### config.mk
export PLATFORM = sky130hd
export DESIGN_NAME = seq_tx
export DESIGN_NICKNAME = d
export VERILOG_FILES = /design/src/rtl/seq_tx.sv
export SDC_FILE = /design/constraint.sdc
export NUM_CORES = 1
export LEC_CHECK = 0
export CORE_MARGIN = 4
export CORE_UTILIZATION = 55
export DETAILED_ROUTE_END_ITERATION = 12
export PLACE_DENSITY = 0.78
export SLEW_MARGIN = 20
export SYNTH_ARGS = -nofsm -noshare
export SYNTH_HDL_FRONTEND = slang
export SYNTH_SLANG_ARGS = --single-unit
export TNS_END_PERCENT = 10
### constraint.sdc
create_clock -name CLK -period 6.15 [get_ports CLK]
set_input_delay 1.23 -clock CLK [delete_from_list [all_inputs] [get_ports CLK]]
set_output_delay 1.23 -clock CLK [all_outputs]
set_load 0.02 [all_outputs]
### src/rtl/seq_tx.sv
// Serial pattern transmitter: latches an 8-bit word on a start press and shifts it out
// LSB-first, one bit per DIV cycles, running a "101" detector over the emitted bits.
module seq_tx #(
   parameter int unsigned DIV = 25000000
) (
   input  logic       CLK,
   input  logic       RST,
   input  logic       K0,
   input  logic       K1,
   input  logic [7:0] Ks,
   output logic       SDO,
   output logic       SSTB,
   output logic       BUSY,
   output logic       L1,
   output logic       L2,
   output logic       L3,
   output logic       L4,
   output logic       L5,
   output logic       L6,
   output logic       L7,
   output logic       L8,
   output logic [7:0] NUM
);

   localparam logic [31:0] DivLast = 32'(DIV - 1);

   localparam logic [2:0] DetS0 = 3'b001;
   localparam logic [2:0] DetS1 = 3'b010;
   localparam logic [2:0] DetS2 = 3'b100;

   typedef enum logic [1:0] {
      StIdle,
      StSend,
      StDone
   } state_e;

   state_e state_q, state_d;

   logic        k0_s1, k0_s2, k0_q, start_q;
   logic [7:0]  shift_q;
   logic        mode_q;
   logic [2:0]  idx_q;
   logic [31:0] div_q;
   logic [2:0]  det_q, det_d;
   logic [7:0]  flags_q;
   logic [2:0]  cnt_q;
   logic        hit;
   logic        bit_end;
   logic        start_ok;
   logic [6:0]  seg;

   // ---------------------------------------------------------------- state register
   always_ff @(posedge CLK) begin
      if (!RST) begin
         state_q <= StIdle;
      end else begin
         state_q <= state_d;
      end
   end

   // ---------------------------------------------------------------- next state
   always_comb begin
      state_d = state_q;
      unique case (state_q)
         StIdle:  if (start_q) state_d = StSend;
         StSend:  if (bit_end && (idx_q == 3'd7)) state_d = StDone;
         StDone:  state_d = StIdle;
         default: state_d = StIdle;
      endcase
   end

   // ---------------------------------------------------------------- frame outputs
   always_comb begin
      BUSY     = (state_q == StSend);
      SSTB     = BUSY && (div_q == 32'd0);
      SDO      = BUSY && shift_q[0];
      bit_end  = BUSY && (div_q == DivLast);
      start_ok = (state_q == StIdle) && start_q;
   end

   // Detector sees the bit currently on SDO; only consulted on the strobe cycle.
   always_comb begin
      det_d = det_q;
      hit   = 1'b0;
      unique case (det_q)
         DetS0: det_d = shift_q[0] ? DetS1 : DetS0;
         DetS1: det_d = shift_q[0] ? DetS1 : DetS2;
         DetS2: begin
            if (shift_q[0]) begin
               hit   = 1'b1;
               det_d = mode_q ? DetS1 : DetS0;
            end else begin
               det_d = DetS0;
            end
         end
         default: det_d = DetS0;
      endcase
   end

   // ---------------------------------------------------------------- datapath
   always_ff @(posedge CLK) begin
      if (!RST) begin
         k0_s1   <= 1'b0;
         k0_s2   <= 1'b0;
         k0_q    <= 1'b0;
         start_q <= 1'b0;
         shift_q <= 8'd0;
         mode_q  <= 1'b0;
         idx_q   <= 3'd0;
         div_q   <= 32'd0;
         det_q   <= DetS0;
         flags_q <= 8'd0;
         cnt_q   <= 3'd0;
      end else begin
         k0_s1   <= K0;
         k0_s2   <= k0_s1;
         k0_q    <= k0_s2;
         start_q <= k0_s2 & ~k0_q;

         if (start_ok) begin
            shift_q <= Ks;
            mode_q  <= K1;
            idx_q   <= 3'd0;
            div_q   <= 32'd0;
            det_q   <= DetS0;
            flags_q <= 8'd0;
            cnt_q   <= 3'd0;
         end else if (BUSY) begin
            if (bit_end) begin
               div_q   <= 32'd0;
               shift_q <= {1'b0, shift_q[7:1]};
               idx_q   <= idx_q + 3'd1;
            end else begin
               div_q <= div_q + 32'd1;
            end
            if (SSTB) begin
               det_q <= det_d;
               if (hit) begin
                  flags_q[idx_q] <= 1'b1;
                  // At most three matches fit in eight bits, so no saturation.
                  cnt_q          <= cnt_q + 3'd1;
               end
            end
         end
      end
   end

   // ---------------------------------------------------------------- indicators
   always_comb begin
      {L8, L7, L6, L5, L4, L3, L2, L1} = flags_q;
   end

   always_comb begin
      seg = 7'b0000000;
      case (cnt_q)
         3'd0:    seg = 7'b1111110;
         3'd1:    seg = 7'b0110000;
         3'd2:    seg = 7'b1101101;
         3'd3:    seg = 7'b1111001;
         default: seg = 7'b0000000;
      endcase
      NUM = {seg, 1'b0};
   end

endmodule

Word-level counts from Yosys, hierarchy flattened
Index checks and enable logic that the tools add are counted.
- logic and storage cells: 66
- bits in registers: 64
- output and inout bits: 19
- bits of input ports: 12
- multiplexer cells: 17
- reductions and logical operators: 17
- add/subtract/negate cells: 3
- equal/unequal tests: 11
- bitwise gates (word level): 4
- order comparisons: 2
- operators by type and width (kind ; number):
    $add A32 B1 Y32 const B ; 1
    $eq A32 B25 Y1 const B ; 1
    $logic_not A32 Y1 ; 1
    $mux W32 ; 1
    $pmux W7 S4 ; 1
    $mux W8 ; 3
    $mux W2 ; 5
    $eq A3 B2 Y1 const B ; 3
    $pmux W3 S3 ; 1
    $or A8 B8 Y8 ; 1
    $reduce_and A2 Y1 ; 4
    $add A3 B1 Y3 const B ; 2
    $eq A3 B1 Y1 const B ; 2
    $eq A3 B3 Y1 const B ; 2
    $logic_and A1 B1 Y1 ; 6
    $lt A3 B4 Y1 const B ; 1
    $pmux W2 S2 ; 1
    $reduce_bool A2 Y1 ; 2
    $demux W1 S3 ; 1
    $ge A3 B1 Y1 const B ; 1
    $logic_not A3 Y1 ; 1
    $mux W1 ; 3
    $mux W3 ; 1
    $reduce_and A3 Y1 ; 1
    7 further kinds ; 8

Depth between registers and ports, before layout
Gate-level depths: netlist of the first run.
- depth after elaboration: 5
- mapped depth: 9

Worst setup path after synthesis of the first run
OpenSTA, ideal clock, no wires.
- path type: flip-flop to output port
- start point: register state_q[1]
- end point: output port SSTB
- path slack: 3097 ps
- stages on the path, launching flop included: 7
- arrival time: 1823 ps
- data required time: 4920 ps
- path buffers: 2
- cell sequence: dfxtp_1 nand2b_1 clkbuf_1 inv_1 buf_4 nand4_1 nor3_1
- cells in the longest elaborated chain, start to end: 2
- RTL lines (item ; RTL line ; RTL):
    start, declared ; 37 ; state_e state_q, state_d;
    start signal, assigned ; 55 ; state_q <= StIdle;
    start signal, assigned ; 57 ; state_q <= state_d;
    $eq A2 B1 Y1 ; 74 ; BUSY = (state_q == StSend);
    named net BUSY ; 13 ; output logic BUSY,
    $logic_and A1 B1 Y1 ; 75 ; SSTB = BUSY && (div_q == 32'd0);
    end, declared ; 12 ; output logic SSTB,
The timed path passes the listed nets, and every way through them passes these cells.

Worst setup path after layout of the first run
- start point: register state_q[1]
- end point: output port SSTB
- cells in the longest elaborated chain, start to end: 2
- RTL lines (item ; RTL line):
    $eq A2 B1 Y1 ; 74
    $logic_and A1 B1 Y1 ; 75
No other way between the ends.

==> run metrics, run 1 <==
status=completed; antenna violations before repair=0; routability cong.=0.8272; H-tree levels=3; Synth Area in XOR/XNOR=7.325%; Max stage delay cell, worst path=clkdlybuf4s50_1; worst endpoint required time=4.92 ns; Worst Hold Class=reg -> reg; post-synthesis cell count=346; Reg clk slew, reported paths=0.07 ns; min setup slack post-route=1.951 ns; TritonCTS clock tree=built; Initial Util=57.79%; RSZ-0062 raised after global routing=false; Port Buffers=29; Clock Sinks=64; register bit count reported by yosys=64; Worst-Margin Slew=0.8850 ns; Max Clk Rate=238.2 MHz; Cell Area, Synth=0.002989 mm^2; VDD IR-drop max=0.1641 mV; Die Ht=81.72 um; Yosys top cell by area=dfxtp_1; Chip Width=81.72 um; Layout area overhead=17.66%; power density over the cells=235.9 mW/mm^2; vias per cell=5.545; post-DP HPWL=4175 um; total power=0.8297 mW; hold depth=1; Pins Over Slew Limit=0; Final Setup Violations=0; largest cells by area after synthesis=dfxtp_1 (43%), nor2_1 (6.4%), mux2i_1 (4.4%); max_cap viols=0; Synth top cells by count=dfxtp_1 (64), nor2_1 (51), nand2_1 (25); CP max FO=13; ys flop type=dfxtp_1; Gate power share=3.1%; Core Box Area=0.005172 mm^2; n_diodes=0; synth unique cells=44; Synth Area in Simple Gates=29.43%; Final period util=68.27%; clock share of power=46.5%; Tot GR Track Use=20.08%; WL final=5981 um; crit path time final=4.199 ns; cts repair resizes=0; clk_lat worst skew=0.34 ns; placed instance count=430; mux cell area share after synthesis=4.730%; via count=2462; syn nets=366; Starting DRT DRC Count=91; CTS hold repair buffers=0; adder-cell share of the synthesized area=3.349%; critical path capture point type=output port; Slew HR=40.55%; final std cells w/o fill=444; Post-synth ARST share=0%; vias in the first global route=2263; NetSw=0.1691 mW; TritonRoute pass-1 iters=4; CP Cell Sequence=nand2b_1 > inv_1 > nand4_1 > nor3_1 > clkdlybuf4s50_1; clk root buf=clkbuf_8; CP arrival=2.97 ns; Cell Rows=26; largest net degree at the start of global routing=31; final routed DRC violation total=0; design area=0.003517 mm^2; placed cell area=0.003298 mm^2; YS warnings=0; Largest stage delay, worst path=0.75 ns; R2R cell count=7; fraction of layout cells with a size suffix above 1=7.487%; Detail Route Antenna Nets=0; grt ovf=0; I/O pin total=31; Leakage=1.206 nW; Final #Nets=391; sw frac=20.38%; postcts setup bufs=0; startpoint types=flip-flop; largest family of logic cells by synthesized area=simple AND/OR/NAND/NOR gates; post-synthesis sequential area ratio=42.86%; Max Buffers Root-to-Sink=2; setup tns final=0 ns; area of the die=0.006678 mm^2; share of the synthesized area in the top cell type=42.86%; Core Util, Final=68.00%; worst slack, placed=2.347 ns; Num CTS Buffers=9; first-pass GRT wire length=10220 um; post-synthesis compound-gate area fraction=8.037%; most common cell in the netlist=dfxtp_1; Setup Skew=0.005827 ns; Avg Inst Size Synth=8.639 um^2; per-cell routed wire length=13.47 um; Crit Path Class=reg -> out; Flop pwr share=50.4%; final hold slack=0.3954 ns; Pint=0.6606 mW; Final Hold Viols=0; EDFF count, synth=0
==> placed cells by master (no fill, tap or decap), types with 3 or more instances in the layout <==
cell             netlist  final
nor4_1                10      9
clkbuf_8               0     10
nor3_1                10     10
o21ai_0               18     18
nor2b_1                5      5
nor2_1                51     51
a31oi_1                7      7
clkdlybuf4s50_1        0     29
xnor2_1               12     12
and4_1                 3      3
nand2b_1               4      3
nand2_1               25     25
a21oi_1                4      4
nand3_1               13     13
xor2_1                13     13
nand3b_1               3      3
ha_1                   8      8
inv_1                 11     11
and2_1                 6      6
mux2i_1               13     13
or3_1                  8      8
dfxtp_1               64     64
nand4_1               14     14
and3_1                 4      4
==> flip-flops by register name, summed over array words and instances (netlist names) <==
name and count:
flags_q 8, idx_q 3, k0_s2 1, state_q 2, det_q 3, mode_q 1, shift_q 8, div_q 32
k0_q 1, cnt_q 3, k0_s1 1, start_q 1
==> metal layers <==
layer | up-vias | GRT usage, % | part of all wire (%)
li1 | 1259 | - | -
met1 | 1156 | 24.56 | 46
met4 | 0 | 7.309 | 1.4
met2 | 39 | 32.15 | 47
met3 | 8 | 7.566 | 4.8
met5 | - | 0 | 0
==> power by group through the flow <==
stage               Clock (mW)  Combinational (mW)  Sequential (mW)
detailed placement           0              0.0248            0.428
CTS                      0.395              0.0249            0.418
finish                   0.386              0.0253            0.419
global placement             0              0.0244            0.428
floorplan                    0              0.0150            0.428
global route             0.414              0.0277            0.419
==> final timing paths <==
path,start,end,slack [ns]
min,k0_q$_SDFF_PN0_,start_q$_SDFF_PN0_,0.40
min reg2reg,k0_q$_SDFF_PN0_,start_q$_SDFF_PN0_,0.40
max reg2reg,div_q[0]$_SDFFE_PP0P_,div_q[2]$_SDFFE_PP0P_,3.62
max,state_q[1]$_SDFFE_PN0P_,SSTB,1.95
==> final cells by class <==
class / instances / area, um^2
Tap cell: 70 / 87.58
Clock inverter: 4 / 70.07
Inverter: 11 / 41.29
Timing Repair Buffer: 30 / 297.8
Fill cell: 427 / 1655
Clock buffer: 10 / 137.6
Multi-Input combinational cell: 255 / 1602
Sequential cell: 64 / 1281
==> critical path, delay by kind of cell, from the launching register on <==
kind                   cells  cell delay (ns)
DFF                        1             0.31
and+or+nand+nor            3             1.21
buffers and inverters      2             1.10
==> cell families after synthesis <==
kind of cell               after synthesis
other                                    1
muxes                                   14
buffers and inverters                   27
and+or+nand+nor                        168
AOI/OAI and AO/OA                       39
xor gates and xnor gates                25
adders and majority gates                8
DFF                                     64
Power figures use the tool's default switching activity.
==> run 2, diff against run 1 <==
==> constraint.sdc (replaced) <==
create_clock -name CLK -period 4.1 [get_ports CLK]
set_input_delay 0.82 -clock CLK [delete_from_list [all_inputs] [get_ports CLK]]
set_output_delay 0.82 -clock CLK [all_outputs]
set_load 0.02 [all_outputs]
==> run 2 against run 1 <==
- flip-flop and latch count did not move
- wire length rose by 1.2%
- first-iteration DRC count rose by 25%
- final area fell by 0.32%
- clock-buffer cell count rose by 2
- clock skew rose by 0.0040 ns
- combinational power rose by 55%
- highest routed layer unchanged
==> run metrics, run 2 (synthesized netlist as in run 1, its figures left out) <==
Final Hold Viols=0; CP max FO=13; Core Box Area=0.005172 mm^2; Final #Nets=393; Detail Route Antenna Nets=0; Crit Reg-Reg Endpoint=div_q[0]$_SDFFE_PP0P_; Slew HR=43.10%; Max Clk Rate=292.6 MHz; power density over the cells=331.9 mW/mm^2; Port Buffers=29; routability cong.=0.8671; max reg flops=32; commonest non-fill, non-tap cell in the layout=dfxtp_1; Num CTS Buffers=9; postcts setup bufs=0; Seq. cell area=0.001281 mm^2; grt ovf=0; Tot GR Track Use=19.93%; footprint of the multi-input gates=0.001599 mm^2; first-pass GRT wire length=10210 um; Starting DRT DRC Count=114; Worst Hold Class=reg -> reg; R2R cell count=8; Die Ht=81.72 um; vias per cell=5.507; I/O pin total=31; Pins Over Slew Limit=0; RSZ-0062 raised after global routing=false; via count=2467; Layout area overhead=17.29%; crit path time final=3.418 ns; post-DP HPWL=4311 um; cts repair resizes=0; Clock Sinks=64; setup tns final=0 ns; Reg clk slew, reported paths=0.07 ns; status=completed; biggest regs=div_q (32), flags_q (8), shift_q (8); Final Setup Violations=0; clk_lat worst skew=0.35 ns; Chip Width=81.72 um; CTS hold repair buffers=0; FILL cells=422; n_diodes=0; TritonRoute pass-1 iters=4; Worst-Margin Slew=0.8470 ns; Largest Register=div_q; final std cells w/o fill=448; CP arrival=2.60 ns; Max Buffers Root-to-Sink=2; Final period util=83.37%; placed instance count=432; fraction of layout cells with a size suffix above 1=7.937%; Worst Hold End=start_q$_SDFF_PN0_; VDD IR-drop max=0.2970 mV; Setup Skew=0.009792 ns; per-cell routed wire length=13.51 um; area of the die=0.006678 mm^2; Initial Util=57.79%; Leakage=1.197 nW; most frequent cells in the layout=dfxtp_1 (64), nor2_1 (51), clkdlybuf4s50_1 (29), nand2_1 (25), o21ai_0 (18); final routed DRC violation total=0; TritonCTS clock tree=built; worst endpoint required time=3.28 ns; H-tree levels=3; startpoint types=flip-flop; WL final=6053 um; min-delay src=k0_q$_SDFF_PN0_; clk root buf=clkbuf_8; reg2reg setup slack=1.71 ns; vias in the first global route=2352; hold depth=1; total power=1.164 mW; max_cap viols=0; Crit Path Class=reg -> out; Reg2Reg Launch Point=div_q[0]$_SDFFE_PP0P_; antenna violations before repair=0; critical path capture point type=output port; Cell Rows=26; largest net degree at the start of global routing=31
run 2: cell count changes in the layout (fill, tap and decap cells not counted), sizes merged:
cell      previous run  this run
clkinvlp             0         2
buf                  1         3
bufinv               2         0
clkbuf              10        12
run 2: metal layers:
metal | track usage [%] | vias up | share of wire [%]
met3 | 7.456 | 14 | 5.0
met5 | 0 | - | 0
met1 | 23.16 | 1141 | 45
met4 | 7.807 | 0 | 1.9
li1 | - | 1266 | -
met2 | 33.12 | 46 | 48
run 2: metrics by stage:
| stage | worst slack (ns) | instance area (um^2) | utilization (%) | hold slack, ns |
|---|---|---|---|---|
| final | 0.6820 | 3506 | 67.78 | 0.3899 |
| after floorplan | 1.457 | 2989 | - | 0.3674 |
| after global routing | 0.4572 | 3506 | 67.78 | 0.3983 |
| after CTS | 0.7341 | 3497 | 67.61 | 0.3927 |
| after global placement | 1.207 | 3313 | 64.05 | 0.3712 |
| after detailed placement | 1.157 | 3313 | 64.05 | 0.3784 |
run 2: layout make-up:
type	count	share of cell area (%)
inverter	11	1.178
sequential	64	36.55
clock inverter	4	0.8208
clock buffer	12	4.425
tap	70	2.498
timing repair buffer	32	8.922
multi-input combinational	255	45.61
run 2: critical path: stages, from the launching register on:
cell             delay (ns)
dfxtp_1                0.31
nand2b_1               0.27
inv_1                  0.35
nand4_1                0.29
nor3_1                 0.25
buf_4                  0.17
clkdlybuf4s50_1        0.62
run 2: where the power goes:
part	switching [mW]	internal [mW]	total [mW]
Clock	0.244	0.252	0.497
Sequential	0.00212	0.626	0.628
Combinational	0.0229	0.0164	0.0393
run 2: how the worst max path moves through the flow:
stage / startpoint / end / slack (ns) / depth (start not counted)
2_1_floorplan: state_q[1]$_SDFFE_PN0P_ / SSTB / 1.46 / 6
3_3_place_gp: state_q[1]$_SDFFE_PN0P_ / SSTB / 1.21 / 6
3_5_place_dp: state_q[1]$_SDFFE_PN0P_ / SSTB / 1.16 / 6
4_1_cts: state_q[1]$_SDFFE_PN0P_ / SSTB / 0.73 / 6
5_1_grt: state_q[1]$_SDFFE_PN0P_ / SSTB / 0.46 / 6
6_report: state_q[1]$_SDFFE_PN0P_ / SSTB / 0.68 / 6
==> run 3, diff against run 2 <==
==> constraint.sdc (replaced) <==
create_clock -name CLK -period 3.3 [get_ports CLK]
set_input_delay 0.66 -clock CLK [delete_from_list [all_inputs] [get_ports CLK]]
set_output_delay 0.66 -clock CLK [all_outputs]
set_load 0.02 [all_outputs]
==> run 3 against run 2 <==
- die area unchanged
- final area is 3.2% higher
- largest power group is now clock
- critical path type unchanged
- combinational power increased by 32%
- worst hold slack got worse by 0.0033 ns
- largest cell class unchanged
- setup slack worse by 0.50 ns
- clock skew barely moved
==> run metrics, run 3 (synthesized netlist as in run 1, its figures left out) <==
postcts setup bufs=0; Cell Rows=26; Leakage=1.265 nW; clk_lat worst skew=0.34 ns; Reg clk slew, reported paths=0.08 ns; Chip Width=81.72 um; post-DP HPWL=4433 um; Worst-Margin Slew=0.6160 ns; Max Buffers Root-to-Sink=2; critical path capture point type=output port; vias per cell=5.559; status=completed; grt ovf=0; Final Setup Violations=0; Initial Util=57.79%; commonest non-fill, non-tap cell in the layout=dfxtp_1; Max stage delay cell, worst path=clkdlybuf4s50_1; Port Buffers=29; area of the die=0.006678 mm^2; fraction of layout cells with a size suffix above 1=9.896%; startpoint types=flip-flop; first-pass GRT wire length=10910 um; Flop pwr share=46.7%; Tot GR Track Use=21.12%; design area=0.003617 mm^2; Reg2Reg Launch Point=div_q[0]$_SDFFE_PP0P_; max_cap viols=0; VDD IR-drop max=0.3482 mV; CP max FO=7; biggest regs=div_q (32), flags_q (8), shift_q (8); CP arrival=2.46 ns; Clock Sinks=64; n_diodes=0; most frequent cells in the layout=dfxtp_1 (64), nor2_1 (51), clkdlybuf4s50_1 (29), nand2_1 (25), o21ai_0 (18); Final period util=94.44%; I/O pin total=31; setup tns final=0 ns; crit path time final=3.116 ns; Max Clk Rate=320.9 MHz; routability cong.=0.8535; Layout area overhead=21.01%; final routed DRC violation total=0; clk root buf=clkbuf_8; TritonRoute pass-1 iters=4; power density over the cells=461.4 mW/mm^2; H-tree levels=3; Slew HR=58.59%; Starting DRT DRC Count=135; critical path launch point=div_q[25]$_SDFFE_PP0P_; Core Util, Final=69.93%; RSZ-0062 raised after global routing=false; Crit Path Class=reg -> out; max reg flops=32; FILL cells=393; CP Cell Sequence=nor4_1 > nand4_1 > nor3_1 > buf_4 > clkdlybuf4s50_1; Final #Nets=399; via count=2524; min-delay src=k0_q$_SDFF_PN0_; placed cell area=0.003358 mm^2; worst endpoint required time=2.64 ns; Core Box Area=0.005172 mm^2; Final Hold Viols=0; Pins Over Slew Limit=0; Gate power share=3.1%; vias in the first global route=2384; per-cell routed wire length=14.07 um; Setup Skew=0.009451 ns; Worst Hold Class=reg -> reg; CTS hold repair buffers=0; largest net degree at the start of global routing=31; Num CTS Buffers=9; clock share of power=50.2%; Detail Route Antenna Nets=0; WL final=6386 um; antenna violations before repair=0; Largest stage delay, worst path=0.62 ns; sw frac=20.55%; total power=1.669 mW; NetSw=0.3430 mW; TritonCTS clock tree=built; Pint=1.326 mW; Largest Register=div_q; Die Ht=81.72 um
[run 3: per-stage QoR]
stage / worst slack [ns] / cells / hold slack [ns]
floorplan: 0.8166 / 346 / 0.3674
global placement: 0.6086 / 438 / 0.3699
detailed placement: 0.5793 / 438 / 0.3800
CTS: 0.1532 / 454 / 0.3908
global route: 0.05557 / 454 / 0.4139
finish: 0.1836 / 454 / 0.3866
[run 3: power by group through the flow]
| stage | Sequential, mW | Combinational [mW] | Clock [mW] |
|---|---|---|---|
| 2_1_floorplan | 0.797 | 0.0279 | 0 |
| 3_3_place_gp | 0.797 | 0.0509 | 0 |
| 3_5_place_dp | 0.798 | 0.0516 | 0 |
| 4_1_cts | 0.780 | 0.0518 | 0.855 |
| 5_1_grt | 0.780 | 0.0563 | 0.897 |
| 6_report | 0.780 | 0.0517 | 0.838 |
[run 3: worst paths after layout]
kind	cells after the start	slack, ns	end
min	1	0.39	start_q$_SDFF_PN0_
min reg2reg	1	0.39	start_q$_SDFF_PN0_
max reg2reg	7	0.75	div_q[28]$_SDFFE_PP0P_
max	5	0.18	SSTB
[run 3: repair_timing]
item                                    4_1_cts  5_1_grt
hold endpoints to repair                      0        0
resized for setup                             0        1
endpoints found under the setup margin        0        1
[run 3: layer usage]
layer  vias up  GRT usage, %  share of wire (%)
met1      1191         25.46                 46
met3         9         6.689                4.8
met2        49         35.46                 48
met4         0         7.143                1.0
li1       1275             -                  -
met5         -             0                  0
[run 3: cell type report]
class,count,area [um^2],share of cell area [%]
Inverter,11,41.29,1.141
Sequential cell,64,1281,35.42
Timing Repair Buffer,38,357.8,9.893
Multi-Input combinational cell,255,1597,44.14
Clock inverter,6,115.1,3.182
Clock buffer,10,137.6,3.805
Tap cell,70,87.58,2.421
[run 3: critical path: cells and delay by family, from the launching register on]
| family | cells | cell delay [ns] |
|---|---|---|
| and+or+nand+nor | 3 | 0.96 |
| DFF | 1 | 0.36 |
| buffers and inverters | 2 | 0.80 |
